## src/rtl/pc_unit.sv

```systemverilog
// pc_unit: RV32 program counter, next-PC select, misalignment trap and retire counter
module pc_unit #(
  parameter int WIDTH = 32,
  parameter logic [WIDTH-1:0] RESET_VECTOR = 32'h0000_0000,
  parameter logic [WIDTH-1:0] TRAP_VECTOR = 32'h0000_0100
) (
  input  logic clk,
  input  logic rst,
  input  logic stall,
  input  logic branch,
  input  logic [2:0] branch_type,
  input  logic jump,
  input  logic jalr,
  input  logic [WIDTH-1:0] imm,
  input  logic zero_flag,
  input  logic sign_flag,
  input  logic [WIDTH-1:0] alu_result,
  output logic [WIDTH-1:0] pc,
  output logic [WIDTH-1:0] pc_plus4,
  output logic taken,
  output logic fetch_valid,
  output logic trap,
  output logic [WIDTH-1:0] epc,
  output logic [WIDTH-1:0] retired
);
  typedef enum logic [1:0] {BOOT, RUN, TRAP} state_t;
  state_t state, state_nx;
  logic cond, misaligned, advance;
  logic [WIDTH-1:0] target, next_pc;
  assign pc_plus4 = pc + WIDTH'(4);
  always_comb begin
    cond = branch_type == 3'b000 ? zero_flag :
           branch_type == 3'b001 ? !zero_flag :
           branch_type == 3'b100 ? sign_flag :
           branch_type == 3'b101 ? !sign_flag : 1'b0;
    taken = jalr | jump | (branch & cond);
    target = jalr ? alu_result & ~WIDTH'(1) : pc + imm;
    next_pc = taken ? target : pc_plus4;
    misaligned = state == RUN && !stall && taken && target[1:0] != 2'b00;
    advance = state == RUN && !stall && !misaligned;
    state_nx = misaligned ? TRAP : RUN;
  end
  always_ff @(posedge clk)
    if (rst) state <= BOOT;
    else state <= state_nx;
  always_ff @(posedge clk) begin
    if (rst) begin
      pc <= RESET_VECTOR;
      fetch_valid <= 1'b0;
      trap <= 1'b0;
      epc <= '0;
      retired <= '0;
    end else begin
      fetch_valid <= 1'b1;
      trap <= misaligned;
      if (misaligned) begin
        epc <= pc;
        pc <= TRAP_VECTOR;
      end else if (advance) begin
        pc <= next_pc;
        retired <= retired + WIDTH'(1);
      end
    end
  end
endmodule
```

## config.mk

```make
export PLATFORM = sky130hd
export DESIGN_NAME = pc_unit
export DESIGN_NICKNAME = d
export VERILOG_FILES = /design/src/rtl/pc_unit.sv
export SDC_FILE = /design/constraint.sdc
export NUM_CORES = 1
export LEC_CHECK = 0
export BUFFER_PORTS_ARGS = -buffer_cell sky130_fd_sc_hd__buf_4
export CAP_MARGIN = 10
export CORE_ASPECT_RATIO = 0.8
export CORE_MARGIN = 8
export CORE_UTILIZATION = 30
export DETAILED_ROUTE_END_ITERATION = 10
export PLACE_DENSITY = 0.6
export SYNTH_ARGS = -nofsm -noshare
export SYNTH_HDL_FRONTEND = slang
export SYNTH_SLANG_ARGS = --single-unit
```

## constraint.sdc

```tcl
create_clock -name clk -period 8.4 [get_ports clk]
set_input_delay 0.84 -clock clk [delete_from_list [all_inputs] [get_ports clk]]
set_output_delay 0.84 -clock clk [all_outputs]
set_load 0.02 [all_outputs]
```

# Yosys cells after proc, flatten, opt, wreduce, memory -nomap -nowiden
# Index checks and enable logic that the tools add are counted.
[totals]
regBits = 100
latch_bits = 0
ram_bits = 0
romBits = 0
inputBits = 75
out_inout_bits = 131
wordCells = 41
n_memories = 0
[op_classes]
addsub = 3
n_mul = 0
div_mod_pow = 0
order_cmp = 0
n_eq_ne = 4
shift = 0
mux = 10
bitwise = 4
n_reduce_logical = 13
[ops]
columns = ["op", "count"]
rows = [
  ["2-to-1 mux 32 bit", 2],
  ["adder 32 x 1 -> 32 bit (second input constant)", 1],
  ["adder 32 x 3 -> 32 bit (second input constant)", 1],
  ["adder 32 bit", 1],
  ["2-to-1 mux 9 bit", 2],
  ["equality test 3 bit (second input constant)", 2],
  ["2-to-1 mux 1 bit", 5],
  ["logical AND 1 bit", 4],
  ["logical NOT 1 bit", 4],
  ["nonzero test 2 bit", 2],
  ["equality test 3 x 1 -> 1 bit (second input constant)", 1],
  ["logical NOT 3 bit", 1],
  ["equality test 2 x 1 -> 1 bit (second input constant)", 1],
  ["2-to-1 mux 2 bit", 1],
  ["OR 1 bit", 2],
  ["AND reduction 2 bit", 1],
  ["OR reduction 2 bit", 1],
  ["bitwise AND 1 bit", 1],
  ["NOT 1 bit", 1],
]

# Longest topological paths before layout
# Gate-level depths: netlist of the first run.
[logic_depth]
word_depth = 13
depth_mapped = 10
depth_no_buf = 10

# Worst setup path before layout of the first run
# No wires, ideal clock.
[synth_timing]
path_type = "reg2out"
startpoint = "reg pc[4]"
endpoint = "out pc_plus4[31]"
arrival_time_ps = 2371
required_ps = 7560
path_slack_ps = 5189
stages_incl_launch_ff = 8
n_path_buf = 2
path_cell_list = "dfxtp_1 > clkbuf_1 > and4_1 > and4_1 > buf_2 > nand3_1 > or4_1 > xnor2_1"
[synth_via]
elab_chain_len = 1
[synth_lines]
columns = ["item", "line_no", "source"]
rows = [
  ["start: declaration", "18", "output logic [WIDTH-1:0] pc,"],
  ["start signal: assignment", "60", "pc <= next_pc;"],
  ["adder 32 x 3 -> 32 bit", "30", "assign pc_plus4 = pc + WIDTH'(4);"],
  ["end: declaration", "19", "output logic [WIDTH-1:0] pc_plus4,"],
]
# Every way passes these cells.

# Worst setup path in the final report of the first run
[layout_timing]
startpoint = "in imm[0]"
endpoint = "reg pc[24]"
[layout_via]
elab_chain_len = 6
word_cells_on_any_way = 8
cone_classes = "add/sub (1); mux (2); reduce/logical (5)"
[layout_lines]
columns = ["item", "line_no", "source"]
rows = [
  ["start: declaration", "14", "input logic [WIDTH-1:0] imm,"],
  ["adder 32 bit *", "37", "target = jalr ? alu_result & ~WIDTH'(1) : pc + imm;"],
  ["2-to-1 mux 32 bit *", "37", ""],
  ["nonzero test 2 bit", "39", "misaligned = state == RUN && !stall && taken && target[1:0] != 2'b00;"],
  ["logical AND 1 bit", "39", ""],
  ["logical NOT 1 bit", "40", "advance = state == RUN && !stall && !misaligned;"],
  ["logical AND 1 bit", "40", ""],
]
# Every way passes the cells marked *; elsewhere a longest branch is shown, timed or not.
# A chain may end at the register's enable or synchronous reset.

==> metrics.csv, run 1 <==
stage;metric;value;unit
placed_design;portBuffers;204;
detailed_routing;wl;25.2;mm
sta;hold_viol;0;
synth;synth-seq-area-share;30.2;%
sta;rsz0062_at_grt;false;
pwr;leakage;3.59;nW
clock_tree;cts_root_buf;clkbuf_16;
critical_path;critPathLaunchType;input port;
floorplan;start_util;30.5;%
clock_tree;ctsResizeCount;0;
floorplan;fp.dieArea;0.0269;sq mm
finish;nNetsFinal;1158;
pwr;irDropWorstVdd;0.0000784;V
floorplan;die_x;181;microns
sta;fin_skew;0.00897;ns
clock_tree;clock_sinks;99;
sta;period_share;48.0;%
clock_tree;hold_buffers;0;
critical_path;required;8.68;ns
sta;tightest_slew;0.925;ns
clock_tree;cts_buffers;9;
detailed_routing;drtIter0Drc;604;
critical_path;criticalPathCategory;input port to flip-flop;
global_routing;grt_pass1_wl;39.1;mm
synth;netlist_area;0.00657;sq mm
finish;fill_cells;2235;
synth;yosysWarnings;0;
synth;syn_area_per_cell;7.50;sq um
synth;synthFlopType;dfxtp_1;
critical_path;critical_path_arrival;4.31;ns
clock_tree;clock_latency;0.36;ns
clock_tree;clk_pin_slew;0.07;ns
clock_tree;clk_path_buf_depth;2;
clock_tree;htree_num_levels;3;
placed_design;dp_cells;1313;
synth;ys_seq_elements;99;
pwr;p_per_area;148;mW/mm^2
finish;drive_gt1_share;22.7;%
detailed_routing;drc_errors;0;
sta;finalSetupViolations;0;
outcome;status;complete, no violations;
detailed_routing;ant_nets;0;
floorplan;rows;48;
global_routing;grt_max_degree;68;
detailed_routing;vias;7108;
global_routing;first_global_vias;6871;
placed_design;dp_hpwl;19.4;mm
sta;maxSlewHeadroom;38.3;%
worst_hold_path;hold_class;flip-flop to flip-flop;
clock_tree;cts_tree;yes;
sta;tns;0;ns
synth;synth_cell_types;65;
finish;antenna_cells;0;
detailed_routing;drt_pass1_iterations;5;
floorplan;io_pins;206;
global_routing;antenna_found_initial;2;
sta;slew_violations;0;
detailed_routing;vias_per_cell;5.35;
sta;min_period;4.03;ns
floorplan;fp.dieH;148;microns
synth;syn-num-nets;985;
clock_tree;cts_setup_buffers;0;
finish;syn_to_final_growth;30.9;%
sta;fmax;248;MHz
job;max_cap_violations;0;
finish;final_cells;1329;
detailed_routing;wire_per_inst;18.9;microns
critical_path;path_max_fanout;35;
critical_path;cp-end-kind;flip-flop;
global_routing;gr-total-overflow;0;
floorplan;core;0.0216;sq mm
synth;ys_async_sr_fraction;0;%
global_routing;grt_use_total;18.2;%
synth;syn-instance-count;876;
placed_design;routabilityCongestion;0.862;
synth;synth_edf_count;0;
-- cell usage in the layout, fill, tap and decap left out, types with 6 or more instances in the layout --
cell type  instances
xor2_1            27
mux2i_1            6
nand2_1          131
o221ai_1           9
nand2b_1           9
a21oi_1          103
clkbuf_16          9
inv_1             34
a211oi_1           8
nand3_1           37
or3_1             20
xnor2_1           44
o21a_1             6
nor3_1            26
o21ai_0           48
nand4_1           13
o211ai_1          12
and3_1            13
ha_1              33
a21o_1            11
dfxtp_1           99
buf_4            210
nor2_1            61
a31oi_1            8
-- layout make-up --
cell class              instances  area [sq um]  share of cell area, %
multi-input cells             695          4270                   49.6
flip-flops and latches         99          1980                   23.0
repair buffers                210          1580                   18.3
well taps                     275           344                   4.00
clock buffers                   9           225                   2.62
inverters                      34           128                   1.48
clock inverters                 7          76.3                  0.887
-- critical path, stage by stage --
cell	delay, ns
buf_4	0.11
ha_1	0.21
fa_1	0.44
o31ai_1	0.59
or3_1	0.19
buf_4	0.35
nand2_1	0.47
inv_1	0.66
o221ai_1	0.26
a31oi_1	0.18
-- registers in the layout (all words and copies together), names as in the netlist, named ones only --
| signal | cells |
|---|---|
| retired | 32 |
| epc | 32 |
| fetch_valid | 1 |
| pc | 30 |
| state | 2 |
-- cell families after synthesis --
| family | Yosys count | share of synthesized area [%] |
|---|---|---|
| buffers and inverters | 82 | 4.97 |
| xor gates and xnor gates | 71 | 9.46 |
| muxes | 6 | 0.914 |
| and+or+nand+nor | 339 | 24.9 |
| AOI/OAI and AO/OA | 245 | 23.0 |
| adders and majority gates | 34 | 6.59 |
| DFF | 99 | 30.2 |
-- Yosys cell counts (20+ instances only) --
library cell  instances  area (sq um)
a21oi_1             103           515
nand3_1              37           185
inv_1                34           128
xor2_1               27           236
ha_1                 33           413
nor3_1               27           135
o21ai_0              48           240
or3_1                20           125
nor2_1               61           229
dfxtp_1              99          1980
xnor2_1              44           385
nand2_1             131           492
clkbuf_1             41           154
-- routing by layer --
layer	wire [microns]	GRT usage (%)	share of wire, %
met1	11600	23.9	46
met2	11000	28.3	44
met3	2110	6.02	8.4
met4	425	4.58	1.7
met5	27	0	0.11
-- final timing paths --
| check | slack, ns | to | start | cells after the start |
|---|---|---|---|---|
| hold reg to reg | 0.46 | epc[30] | epc[30] | 2 |
| hold / removal | 0.46 | epc[30] | epc[30] | 2 |
| setup / recovery | 4.37 | pc[24] | imm[0] | 10 |
| setup reg to reg | 4.57 | pc[24] | flip-flop | 9 |
-- metrics by stage --
stage          cell area, sq um  hold slack, ns  setup WS [ns]  power [mW]  utilization [%]
2_1_floorplan              6570           0.535           5.19       0.721                -
3_3_place_gp               8300           0.443           4.10       0.851             38.5
3_5_place_dp               8300           0.449           4.06       0.852             38.5
4_1_cts                    8600           0.460           4.42        1.28             39.9
5_1_grt                    8600           0.477           4.12        1.34             39.9
6_report                   8600           0.456           4.37        1.27             39.9
-- power by group --
| group | total, mW | internal [mW] | switching, mW |
|---|---|---|---|
| Clock | 0.428 | 0.213 | 0.215 |
| Combinational | 0.332 | 0.135 | 0.197 |
| Sequential | 0.512 | 0.483 | 0.0293 |
No activity file was read; power rests on OpenSTA's default activity.
==> run 2: changes to the inputs <==
- clock period: 8.4 -> 3.8 ns (I/O delays scaled with it)
==> run 2 against run 1 <==
  * Critical path type is now flip-flop to output pin
  * Global-route usage increased by 0.18 points
  * Largest power group unchanged
  * Hold slack worse by 0.14 ns
  * Setup slack got worse by 3.8 ns
==> metrics.csv, run 2 (same netlist as run 1, synthesis figures left out) <==
stage;metric;value;unit;change
clock_tree;cts_setup_buffers;0;;unchanged
worst_hold_path;hold_class;input port to flip-flop;;
clock_tree;cts_tree;yes;;
floorplan;fp.dieArea;0.0269;sq mm;unchanged
clock_tree;clk_path_buf_depth;2;;unchanged
clock_tree;clock_latency;0.36;ns;about the same
global_routing;grt_use_total;18.4;%;+0.18 points
pwr;p_per_area;326;mW/mm^2;+120%
finish;final_common_cell;buf_4;;
clock_tree;htree_num_levels;3;;unchanged
floorplan;fp.dieH;148;microns;unchanged
sta;tns;0;ns;unchanged
finish;largestRegisters;epc x32, retired x32, pc x30;;
detailed_routing;vias;7172;;+0.90%
outcome;status;complete, no violations;;
critical_path;critical_path_arrival;2.88;ns;-1.43 ns
global_routing;first_global_vias;6894;;+0.33%
sta;min_period;3.26;ns;
pwr;switching_share;35.0;%;+0.33 points
detailed_routing;wl;25.6;mm;+1.6%
finish;drive_gt1_share;24.0;%;+1.4 points
floorplan;rows;48;;unchanged
finish;layout_common_cells;229 x buf_4, 131 x nand2_1, 103 x a21oi_1;;
floorplan;core;0.0216;sq mm;unchanged
global_routing;grt_max_degree;67;;-1.5%
detailed_routing;wire_per_inst;19.0;microns;+0.21%
clock_tree;cts_root_buf;clkbuf_16;;
clock_tree;clock_sinks;99;;unchanged
clock_tree;ctsResizeCount;0;;unchanged
sta;finalSetupViolations;0;;unchanged
sta;period_share;85.7;%;
pwr;seqPwrFrac;39.1;%;-1.2 points
global_routing;grt_pass1_wl;39.2;mm;+0.23%
sta;hold_viol;0;;unchanged
critical_path;criticalPathCategory;flip-flop to output pin;;
pwr;p_int;1.86;mW;+120%
sta;maxSlewHeadroom;44.8;%;+6.5 points
detailed_routing;drt_pass1_iterations;5;;unchanged
floorplan;die_x;181;microns;unchanged
finish;syn_to_final_growth;33.2;%;
job;max_cap_violations;0;;unchanged
clock_tree;hold_buffers;0;;unchanged
pwr;comb_power_share;26.9;%;+0.8 points
finish;nNetsFinal;1177;;+1.6%
critical_path;path_max_fanout;9;;-74%
pwr;irDropWorstVdd;0.000199;V;+150%
critical_path;cp-end-kind;output pin;;
sta;tightest_slew;0.828;ns;-0.0975 ns
pwr;leakage;3.69;nW;+2.8%
global_routing;gr-total-overflow;0;;unchanged
placed_design;dp_hpwl;19.9;mm;+2.3%
detailed_routing;drtIter0Drc;539;;-11%
detailed_routing;vias_per_cell;5.32;;-0.52%
clock_tree;clk_pin_slew;0.08;ns;about the same
placed_design;routabilityCongestion;0.876;;+1.7%
global_routing;antenna_found_initial;0;;-2
critical_path;critPathLaunchType;flip-flop;;
sta;fin_skew;0.0130;ns;+0.00405 ns
clock_tree;cts_buffers;9;;unchanged
finish;antenna_cells;0;;unchanged
detailed_routing;ant_nets;0;;unchanged
sta;slew_violations;0;;unchanged
floorplan;start_util;30.5;%;unchanged
sta;fmax;307;MHz;
placed_design;portBuffers;204;;unchanged
finish;final_cells;1348;;+1.4%
detailed_routing;drc_errors;0;;unchanged
critical_path;required;3.42;ns;-5.26 ns
placed_design;dp_cells;1332;;+1.4%
pwr;p_switching;1.00;mW;+130%
floorplan;io_pins;206;;unchanged
pwr;power_frac_clock;34.0;%;+0.3 points
sta;rsz0062_at_grt;false;;
run 2: worst paths after layout:
path | slack, ns | endpoint | cells after the start | start
setup / recovery | 0.54 | pc_plus4[31] | 6 | pc[12]
hold / removal | 0.31 | fetch_valid | 2 | rst
hold reg to reg | 0.46 | epc[8] | 2 | epc[8]
setup reg to reg | 0.55 | pc[28] | 11 | flip-flop
run 2: per-layer routing:
metal | routed length, microns | track usage (%) | vias up
met5 | 0 | 0 | -
met4 | 506 | 5.32 | 0
met3 | 2170 | 5.68 | 31
met2 | 11100 | 28.6 | 281
met1 | 11800 | 24.1 | 3347
li1 | - | - | 3513
run 2: power groups by stage:
stage	logic [mW]	clock network [mW]	registers (mW)
3_3_place_gp	0.757	0	1.14
4_1_cts	0.765	1.01	1.12
6_report	0.769	0.972	1.12
3_5_place_dp	0.761	0	1.14
5_1_grt	0.834	1.04	1.12
2_1_floorplan	0.428	0	1.17
run 2: critical path: stages (launching register included):
cell,delay (ns)
dfxtp_1,0.54
nand4_1,0.26
nor4_4,0.44
nand3_1,0.25
or4_1,0.58
xnor2_1,0.24
buf_4,0.20
run 2: area by class of cell:
cell class / count / area, sq um
clock buffer: 9 / 225
clock inverter: 7 / 88.8
tap: 275 / 344
inverter: 34 / 128
fill: 2279 / 12800
timing repair buffer: 229 / 1720
multi-input combinational: 695 / 4270
sequential: 99 / 1980
run 2: stage by stage:
step	area (sq um)	setup slack (ns)	hold WS, ns	utilization, %	total power [mW]
floorplan	6570	0.973	0.478	-	1.59
global placement	8440	0.560	0.442	39.2	1.90
detailed placement	8440	0.556	0.448	39.2	1.90
CTS	8760	0.572	0.280	40.6	2.89
global route	8760	0.319	0.285	40.6	3.00
finish	8760	0.542	0.314	40.6	2.86
